$ cat src/rtl/rv_pkg.sv
// rtl/rv_pkg.sv - shared RV pipeline constants and the IF/ID record
package rv_pkg;
  localparam int XLEN = 32;
  localparam logic [XLEN-1:0] NOP_INSTR = 32'h0000_0013;

  typedef struct packed {
    logic [XLEN-1:0] instr;
    logic [XLEN-1:0] pc;
    logic [XLEN-1:0] pc_plus4;
    logic            valid;
    logic            fault;
  } if_id_t;
endpackage

$ cat src/rtl/fetch_stage_if.sv
// rtl/fetch_stage_if.sv - hazard, instruction memory and IF/ID signals of the fetch stage
interface fetch_stage_if;
  import rv_pkg::*;

  logic            stall_f;
  logic            stall_d;
  logic            flush_d;
  logic            pc_src_e;
  logic [XLEN-1:0] pc_target_e;
  logic [XLEN-1:0] imem_addr;
  logic [XLEN-1:0] imem_rd;
  logic [XLEN-1:0] instr_d;
  logic [XLEN-1:0] pc_d;
  logic [XLEN-1:0] pc_plus4_d;
  logic            valid_d;
  logic            fetch_fault_d;
  logic            misalign_f;
  logic [31:0]     fetch_count;

  modport master (
    input  stall_f, stall_d, flush_d, pc_src_e, pc_target_e, imem_rd,
    output imem_addr, instr_d, pc_d, pc_plus4_d, valid_d, fetch_fault_d,
           misalign_f, fetch_count
  );

  modport slave (
    output stall_f, stall_d, flush_d, pc_src_e, pc_target_e, imem_rd,
    input  imem_addr, instr_d, pc_d, pc_plus4_d, valid_d, fetch_fault_d,
           misalign_f, fetch_count
  );
endinterface

$ cat src/rtl/fetch_stage_pc_reg.sv
// rtl/fetch_stage_pc_reg.sv - program counter with redirect/stall next-PC selection
module pc_reg
  import rv_pkg::*;
#(
  parameter logic [XLEN-1:0] RESET_PC = '0
) (
  input  logic            clk,
  input  logic            rst_n,
  input  logic            stall_f,
  input  logic            pc_src_e,
  input  logic [XLEN-1:0] pc_target_e,
  output logic [XLEN-1:0] pc_f,
  output logic            misalign_f
);

  always_ff @(posedge clk or negedge rst_n) begin
    if (!rst_n) begin
      pc_f       <= RESET_PC;
      misalign_f <= 1'b0;
    end else begin
      misalign_f <= pc_src_e && (pc_target_e[1:0] != 2'b00);
      // A redirect must never be lost, so it overrides a PC stall.
      if (pc_src_e)
        pc_f <= {pc_target_e[XLEN-1:2], 2'b00};
      else if (!stall_f)
        pc_f <= pc_f + XLEN'(4);
    end
  end

endmodule

$ cat src/rtl/fetch_stage.sv
// rtl/fetch_stage.sv - IF stage: PC, instruction capture into IF/ID, fault NOP substitution, fetch counter
module fetch_stage
  import rv_pkg::*;
#(
  parameter logic [XLEN-1:0] RESET_PC   = '0,
  parameter int              IMEM_WORDS = 64,
  parameter logic [XLEN-1:0] NOP_INSTR  = rv_pkg::NOP_INSTR
) (
  input  logic          clk,
  input  logic          rst_n,
  fetch_stage_if.master bus
);

  localparam logic [XLEN-1:0] IMEM_BYTES = XLEN'(4 * IMEM_WORDS);

  logic [XLEN-1:0] pc_f;
  logic            fault_f;
  logic            load_d;
  if_id_t          if_id_q;
  logic [31:0]     fetch_count_q;

  pc_reg #(
    .RESET_PC (RESET_PC)
  ) u_pc_reg (
    .clk         (clk),
    .rst_n       (rst_n),
    .stall_f     (bus.stall_f),
    .pc_src_e    (bus.pc_src_e),
    .pc_target_e (bus.pc_target_e),
    .pc_f        (pc_f),
    .misalign_f  (bus.misalign_f)
  );

  assign bus.imem_addr = pc_f;
  assign fault_f       = (pc_f >= IMEM_BYTES);
  assign load_d        = !bus.flush_d && !bus.stall_d;

  always_ff @(posedge clk or negedge rst_n) begin
    if (!rst_n) begin
      if_id_q       <= '{instr: NOP_INSTR, pc: '0, pc_plus4: '0, valid: 1'b0, fault: 1'b0};
      fetch_count_q <= '0;
    end else begin
      if (bus.flush_d)
        if_id_q <= '{instr: NOP_INSTR, pc: '0, pc_plus4: '0, valid: 1'b0, fault: 1'b0};
      else if (load_d)
        if_id_q <= '{instr:    fault_f ? NOP_INSTR : bus.imem_rd,
                     pc:       pc_f,
                     pc_plus4: pc_f + XLEN'(4),
                     valid:    1'b1,
                     fault:    fault_f};
      if (load_d && (fetch_count_q != 32'hFFFF_FFFF))
        fetch_count_q <= fetch_count_q + 32'd1;
    end
  end

  assign bus.instr_d       = if_id_q.instr;
  assign bus.pc_d          = if_id_q.pc;
  assign bus.pc_plus4_d    = if_id_q.pc_plus4;
  assign bus.valid_d       = if_id_q.valid;
  assign bus.fetch_fault_d = if_id_q.fault;
  assign bus.fetch_count   = fetch_count_q;

endmodule

$ cat src/flat_wrapper.sv
// flat-port wrapper written by rule: the top's interface ports become plain ports
module fetch_stage_flat import rv_pkg::*;
#(
  parameter logic [XLEN-1:0] RESET_PC   = '0,
  parameter int              IMEM_WORDS = 64,
  parameter logic [XLEN-1:0] NOP_INSTR  = rv_pkg::NOP_INSTR
)
  (clk, rst_n, bus_stall_f, bus_stall_d, bus_flush_d, bus_pc_src_e, bus_pc_target_e, bus_imem_rd, bus_imem_addr, bus_instr_d, bus_pc_d, bus_pc_plus4_d, bus_valid_d, bus_fetch_fault_d, bus_misalign_f, bus_fetch_count);
  fetch_stage_if bus_i ();
  input  logic clk;
  input  logic rst_n;
  input wire logic [$bits(bus_i.stall_f)-1:0] bus_stall_f;
  input wire logic [$bits(bus_i.stall_d)-1:0] bus_stall_d;
  input wire logic [$bits(bus_i.flush_d)-1:0] bus_flush_d;
  input wire logic [$bits(bus_i.pc_src_e)-1:0] bus_pc_src_e;
  input wire logic [$bits(bus_i.pc_target_e)-1:0] bus_pc_target_e;
  input wire logic [$bits(bus_i.imem_rd)-1:0] bus_imem_rd;
  output wire logic [$bits(bus_i.imem_addr)-1:0] bus_imem_addr;
  output wire logic [$bits(bus_i.instr_d)-1:0] bus_instr_d;
  output wire logic [$bits(bus_i.pc_d)-1:0] bus_pc_d;
  output wire logic [$bits(bus_i.pc_plus4_d)-1:0] bus_pc_plus4_d;
  output wire logic [$bits(bus_i.valid_d)-1:0] bus_valid_d;
  output wire logic [$bits(bus_i.fetch_fault_d)-1:0] bus_fetch_fault_d;
  output wire logic [$bits(bus_i.misalign_f)-1:0] bus_misalign_f;
  output wire logic [$bits(bus_i.fetch_count)-1:0] bus_fetch_count;
  assign bus_i.stall_f = bus_stall_f;
  assign bus_i.stall_d = bus_stall_d;
  assign bus_i.flush_d = bus_flush_d;
  assign bus_i.pc_src_e = bus_pc_src_e;
  assign bus_i.pc_target_e = bus_pc_target_e;
  assign bus_i.imem_rd = bus_imem_rd;
  assign bus_imem_addr = bus_i.imem_addr;
  assign bus_instr_d = bus_i.instr_d;
  assign bus_pc_d = bus_i.pc_d;
  assign bus_pc_plus4_d = bus_i.pc_plus4_d;
  assign bus_valid_d = bus_i.valid_d;
  assign bus_fetch_fault_d = bus_i.fetch_fault_d;
  assign bus_misalign_f = bus_i.misalign_f;
  assign bus_fetch_count = bus_i.fetch_count;
  fetch_stage #(.RESET_PC(RESET_PC), .IMEM_WORDS(IMEM_WORDS), .NOP_INSTR(NOP_INSTR)) u_core (.clk(clk), .rst_n(rst_n), .bus(bus_i));
endmodule
$ cat config.mk
export PLATFORM = sky130hd
export DESIGN_NAME = fetch_stage_flat
export DESIGN_NICKNAME = d
export VERILOG_FILES = /design/src/rtl/rv_pkg.sv /design/src/rtl/fetch_stage_if.sv /design/src/rtl/fetch_stage_pc_reg.sv /design/src/rtl/fetch_stage.sv /design/src/flat_wrapper.sv
export SDC_FILE = /design/constraint.sdc
export NUM_CORES = 1
export LEC_CHECK = 0
export ABC_AREA = 0
export BUFFER_PORTS_ARGS = -buffer_cell sky130_fd_sc_hd__buf_2
export CORE_MARGIN = 2
export CORE_UTILIZATION = 45
export DETAILED_ROUTE_END_ITERATION = 8
export GPL_ROUTABILITY_DRIVEN = 1
export MAX_ROUTING_LAYER = met4
export PLACE_DENSITY = 0.74
export SYNTH_ARGS = -nofsm -noshare
export SYNTH_HDL_FRONTEND = slang
export SYNTH_HIERARCHICAL = 1
export SYNTH_SLANG_ARGS = --single-unit
$ cat constraint.sdc
create_clock -name clk -period 2.4 [get_ports clk]
set_clock_uncertainty 0.15 [all_clocks]
set_input_delay 0.24 -clock clk [delete_from_list [all_inputs] [get_ports clk]]
set_output_delay 0.24 -clock clk [all_outputs]
set_load 0.05 [all_outputs]
==> flow_summary_export.csv <==
group,metric,value,unit
status,run_status,"finished, final reports clean",
power,vdd_ir_drop_max,0.000509,V
logic_synthesis,postSynthRegisterBits,159,
global_routing,grt_start_max_net_pins,65,
clock_network,insertion_delay,0.42,ns
layout,syn_to_final_growth,37.2,%
clock_network,clk_transition_reported_paths,0.06,ns
die,rows,48,
clock_network,root_cell_of_the_clock_tree,"sky130_fd_sc_hd__clkbuf_16",
sta,maxSlewViolCount,0,
power,netSwitchingPower,2.47,mW
die,die_w,135,um
sta,report.final.setup_viol,0,
drt,met3_wirelength,1370,um
die,floorplan.io_pins,233,
critical_path,cp.required,2.58,ns
layout,mostFrequentLayoutCell,"sky130_fd_sc_hd__buf_2",
global_routing,vias_in_the_first_global_route,7101,
sta,rsz_0062_raised_after_global_routing,"false",
drt,post_drt_antenna_nets,0,
critical_path,crit_type,"flip-flop to flip-flop",
drt,route.top_layer_used,"met4",
logic_synthesis,synth_enable_flop_cells,0,
place,dpl_cells,1231,
power,switching_share,33.1,%
sta,hold_viol,0,
logic_synthesis,ys_warn_count,6,
layout,antenna-diode-count,0,
sta,layout_worst_path_cycle_share,93.7,%
clock_network,clkSinkCount,159,
drt,drt-met1-wl,9820,um
logic_synthesis,synthDistinctLibCells,52,
drt,route.met2.wl,11000,um
die,core,17100,um2
logic_synthesis,synth-async-reset-ratio,100,%
place,portBuffers,230,
logic_synthesis,ys.flop_type,"sky130_fd_sc_hd__dfrtp_1",
sta,finalSetupTns,0,ns
sta,fmax,445,MHz
power,clock_power_share,35.8,%
power,power.density_cell_area,699,nW/um2
place,place.detailed.hpwl,15700,um
logic_synthesis,synth-seq-area-share,51.3,%
layout,post_route_cells_drive_above_1_share,29.8,%
drt,via_per_inst,5.41,
layout,final_core_utilization,62.5,%
logic_synthesis,synthesis.area,7770,um2
drt,wire_per_inst,17.2,um
drt,wirelength,22800,um
layout,mostFrequentLayoutCells,"sky130_fd_sc_hd__buf_2 (227), sky130_fd_sc_hd__dfrtp_1 (147), sky130_fd_sc_hd__nor2_1 (118)",
clock_network,post-cts-setup-buffers,0,
clock_network,cts_tree,"yes",
flow_run,max_cap_viol_count,0,
sta,worstMarginPinSlew,0.675,ns
global_routing,grt_first_pass_wirelength,36400,um
drt,drt_iter0_markers,470,
drt,dr.pass1.iters,7,
power,comb_power_share,22.8,%
die,die_h,135,um
sta,worst_slew_margin_rel,55.0,%
layout,finish.net_count,1164,
power,seqPwrFrac,41.4,%
global_routing,globalRouteTotalUtil,25.9,%
drt,routed-via-count,7184,
power,internal-power,4.98,mW
global_routing,number_of_antenna_violations_at_the_first_check_in_global_routing,0,
critical_path,cp-end-kind,"flip-flop",
drt,drt_drc_violations_left,0,
clock_network,cts_buffer_depth,2,
clock_network,number_of_cts_inserted_buffers,17,
die,floorplan.initialDensity,45.5,%
power,leakage,5.07,nW
layout,layout.cells.non_filler,1328,
die,full_die_area,18300,um2
logic_synthesis,synthesis.instances,777,
clock_network,htree_levels,4,
critical_path,startpoint_type,"flip-flop",
critical_path,critical_path_arrival,2.43,ns
sta,timing.final.crit_period,2.25,ns
critical_path,critical_path_peak_fanout,6,
hold_path,worst_hold_path_type,"input pin to flip-flop",
global_routing,grt_remaining_overflow,0,
place,routabilityCongestion,0.933,
logic_synthesis,synthesis.area_per_instance,10.0,um2
==> routing by layer <==
metal  vias to the layer above  global-route usage (%)
met2                       245                    40.7
li1                       3415                       -
met5                         -                       -
met4                         0                    9.61
met3                        48                    5.24
met1                      3476                    33.5
==> timing repair <==
item                                    CTS  global route
gates resized for setup                   0             2
endpoints found under the setup margin    0            10
endpoints found under the hold margin   196             0
hold buffers                             65             0
==> metrics by stage <==
stage	hold slack (ns)	power (mW)	area, um2	worst slack [ns]
after floorplan	-0.206	4.18	7800	0.00653
after global placement	0.0286	4.70	9410	0.0757
after detailed placement	0.0335	4.73	9410	0.0319
after CTS	0.0533	7.50	10600	0.0243
after global routing	0.0889	7.75	10700	0.0519
final	0.0766	7.45	10700	0.151
==> area by class of cell <==
class                           instances  area (um2)
Fill cell                            1432        6400
Multi-Input combinational cell        565        3590
Tap cell                              225         282
Inverter                               11        41.3
Clock buffer                           23         478
Timing Repair Buffer                  336        2160
Sequential cell                       159        4000
Clock inverter                          9         109
==> Yosys cell counts, types with 11 or more instances <==
library cell | instances | area [um2]
sky130_fd_sc_hd__clkbuf_1 | 34 | 128
sky130_fd_sc_hd__nor2_1 | 119 | 447
sky130_fd_sc_hd__nand2_1 | 59 | 221
sky130_fd_sc_hd__mux2i_1 | 37 | 370
sky130_fd_sc_hd__nand3_1 | 44 | 220
sky130_fd_sc_hd__dfrtp_1 | 156 | 3900
sky130_fd_sc_hd__a211oi_1 | 16 | 120
sky130_fd_sc_hd__a31oi_1 | 16 | 100
sky130_fd_sc_hd__xor2_1 | 21 | 184
sky130_fd_sc_hd__a22oi_1 | 30 | 225
sky130_fd_sc_hd__nor4_1 | 12 | 75.1
sky130_fd_sc_hd__or4_1 | 17 | 128
sky130_fd_sc_hd__xnor2_1 | 48 | 420
sky130_fd_sc_hd__o21ai_0 | 11 | 55.1
sky130_fd_sc_hd__nor3_1 | 13 | 65.1
sky130_fd_sc_hd__and3_1 | 11 | 68.8
sky130_fd_sc_hd__nand4_1 | 23 | 144
==> sequential cells by signal, summed over array words and instances, names as in the netlist <==
signal,cells
u_core/bus.fetch_fault_d,1
u_core/bus.instr_d,32
u_core/bus.valid_d,1
u_core/bus.fetch_count,32
u_core/u_pc_reg/misalign_f,1
u_core/bus.pc_plus4_d,30
u_core/u_pc_reg/pc_f,30
u_core/bus.pc_d,32
==> worst max-delay path: stages (launching register included) <==
cell	delay (ns)
sky130_fd_sc_hd__dfrtp_4	0.45
sky130_fd_sc_hd__ha_1	0.18
sky130_fd_sc_hd__nand3b_1	0.18
sky130_fd_sc_hd__or3_1	0.53
sky130_fd_sc_hd__or4_1	0.49
sky130_fd_sc_hd__a31oi_1	0.18
==> kinds of logic (layout without fill, tap and decap cells) <==
| kind of cell | after synthesis | after routing | share of synthesized area, % |
|---|---|---|---|
| other | 1 | 2 | 0.0483 |
| AND/OR/NAND/NOR | 340 | 340 | 22.7 |
| multiplexers | 38 | 38 | 4.91 |
| flip-flops | 159 | 159 | 51.3 |
| adder cells (fa/ha/maj) | 4 | 4 | 0.644 |
| XOR/XNOR | 69 | 69 | 7.78 |
| buffers and inverters | 54 | 379 | 2.85 |
| AO/OA/AOI/OAI | 112 | 112 | 9.76 |
==> final timing paths <==
kind                                                                to                              startpoint  cells after the start  slack (ns)
worst max-delay path              u_core/u_pc_reg/pc_f[26]$_DFFE_PN0N_     u_core/u_pc_reg/pc_f[2]$_DFFE_PN0N_                      5        0.15
min in group asynchronous         u_core/bus.pc_plus4_d[5]$_DFFE_PN0P_                                   rst_n                      2        0.16
worst max register to register    u_core/u_pc_reg/pc_f[26]$_DFFE_PN0N_     u_core/u_pc_reg/pc_f[2]$_DFFE_PN0N_                      5        0.15
worst min-delay path             u_core/bus.pc_plus4_d[29]$_DFFE_PN0P_                             bus_flush_d                      3        0.08
max in group asynchronous            u_core/bus.instr_d[1]$_DFFE_PN1P_                                   rst_n                      3        1.22
worst min register to register  u_core/bus.fetch_count[29]$_DFFE_PN0P_  u_core/bus.fetch_count[29]$_DFFE_PN0P_                      1        0.35
==> power groups by stage <==
stage	Clock [mW]	Combinational (mW)	Sequential (mW)
after detailed placement	0	1.60	3.12
after global placement	0	1.59	3.11
after floorplan	0	0.436	3.74
after CTS	2.73	1.69	3.08
after global routing	2.83	1.81	3.11
final	2.67	1.70	3.08
(Power assumes the default switching activity.)
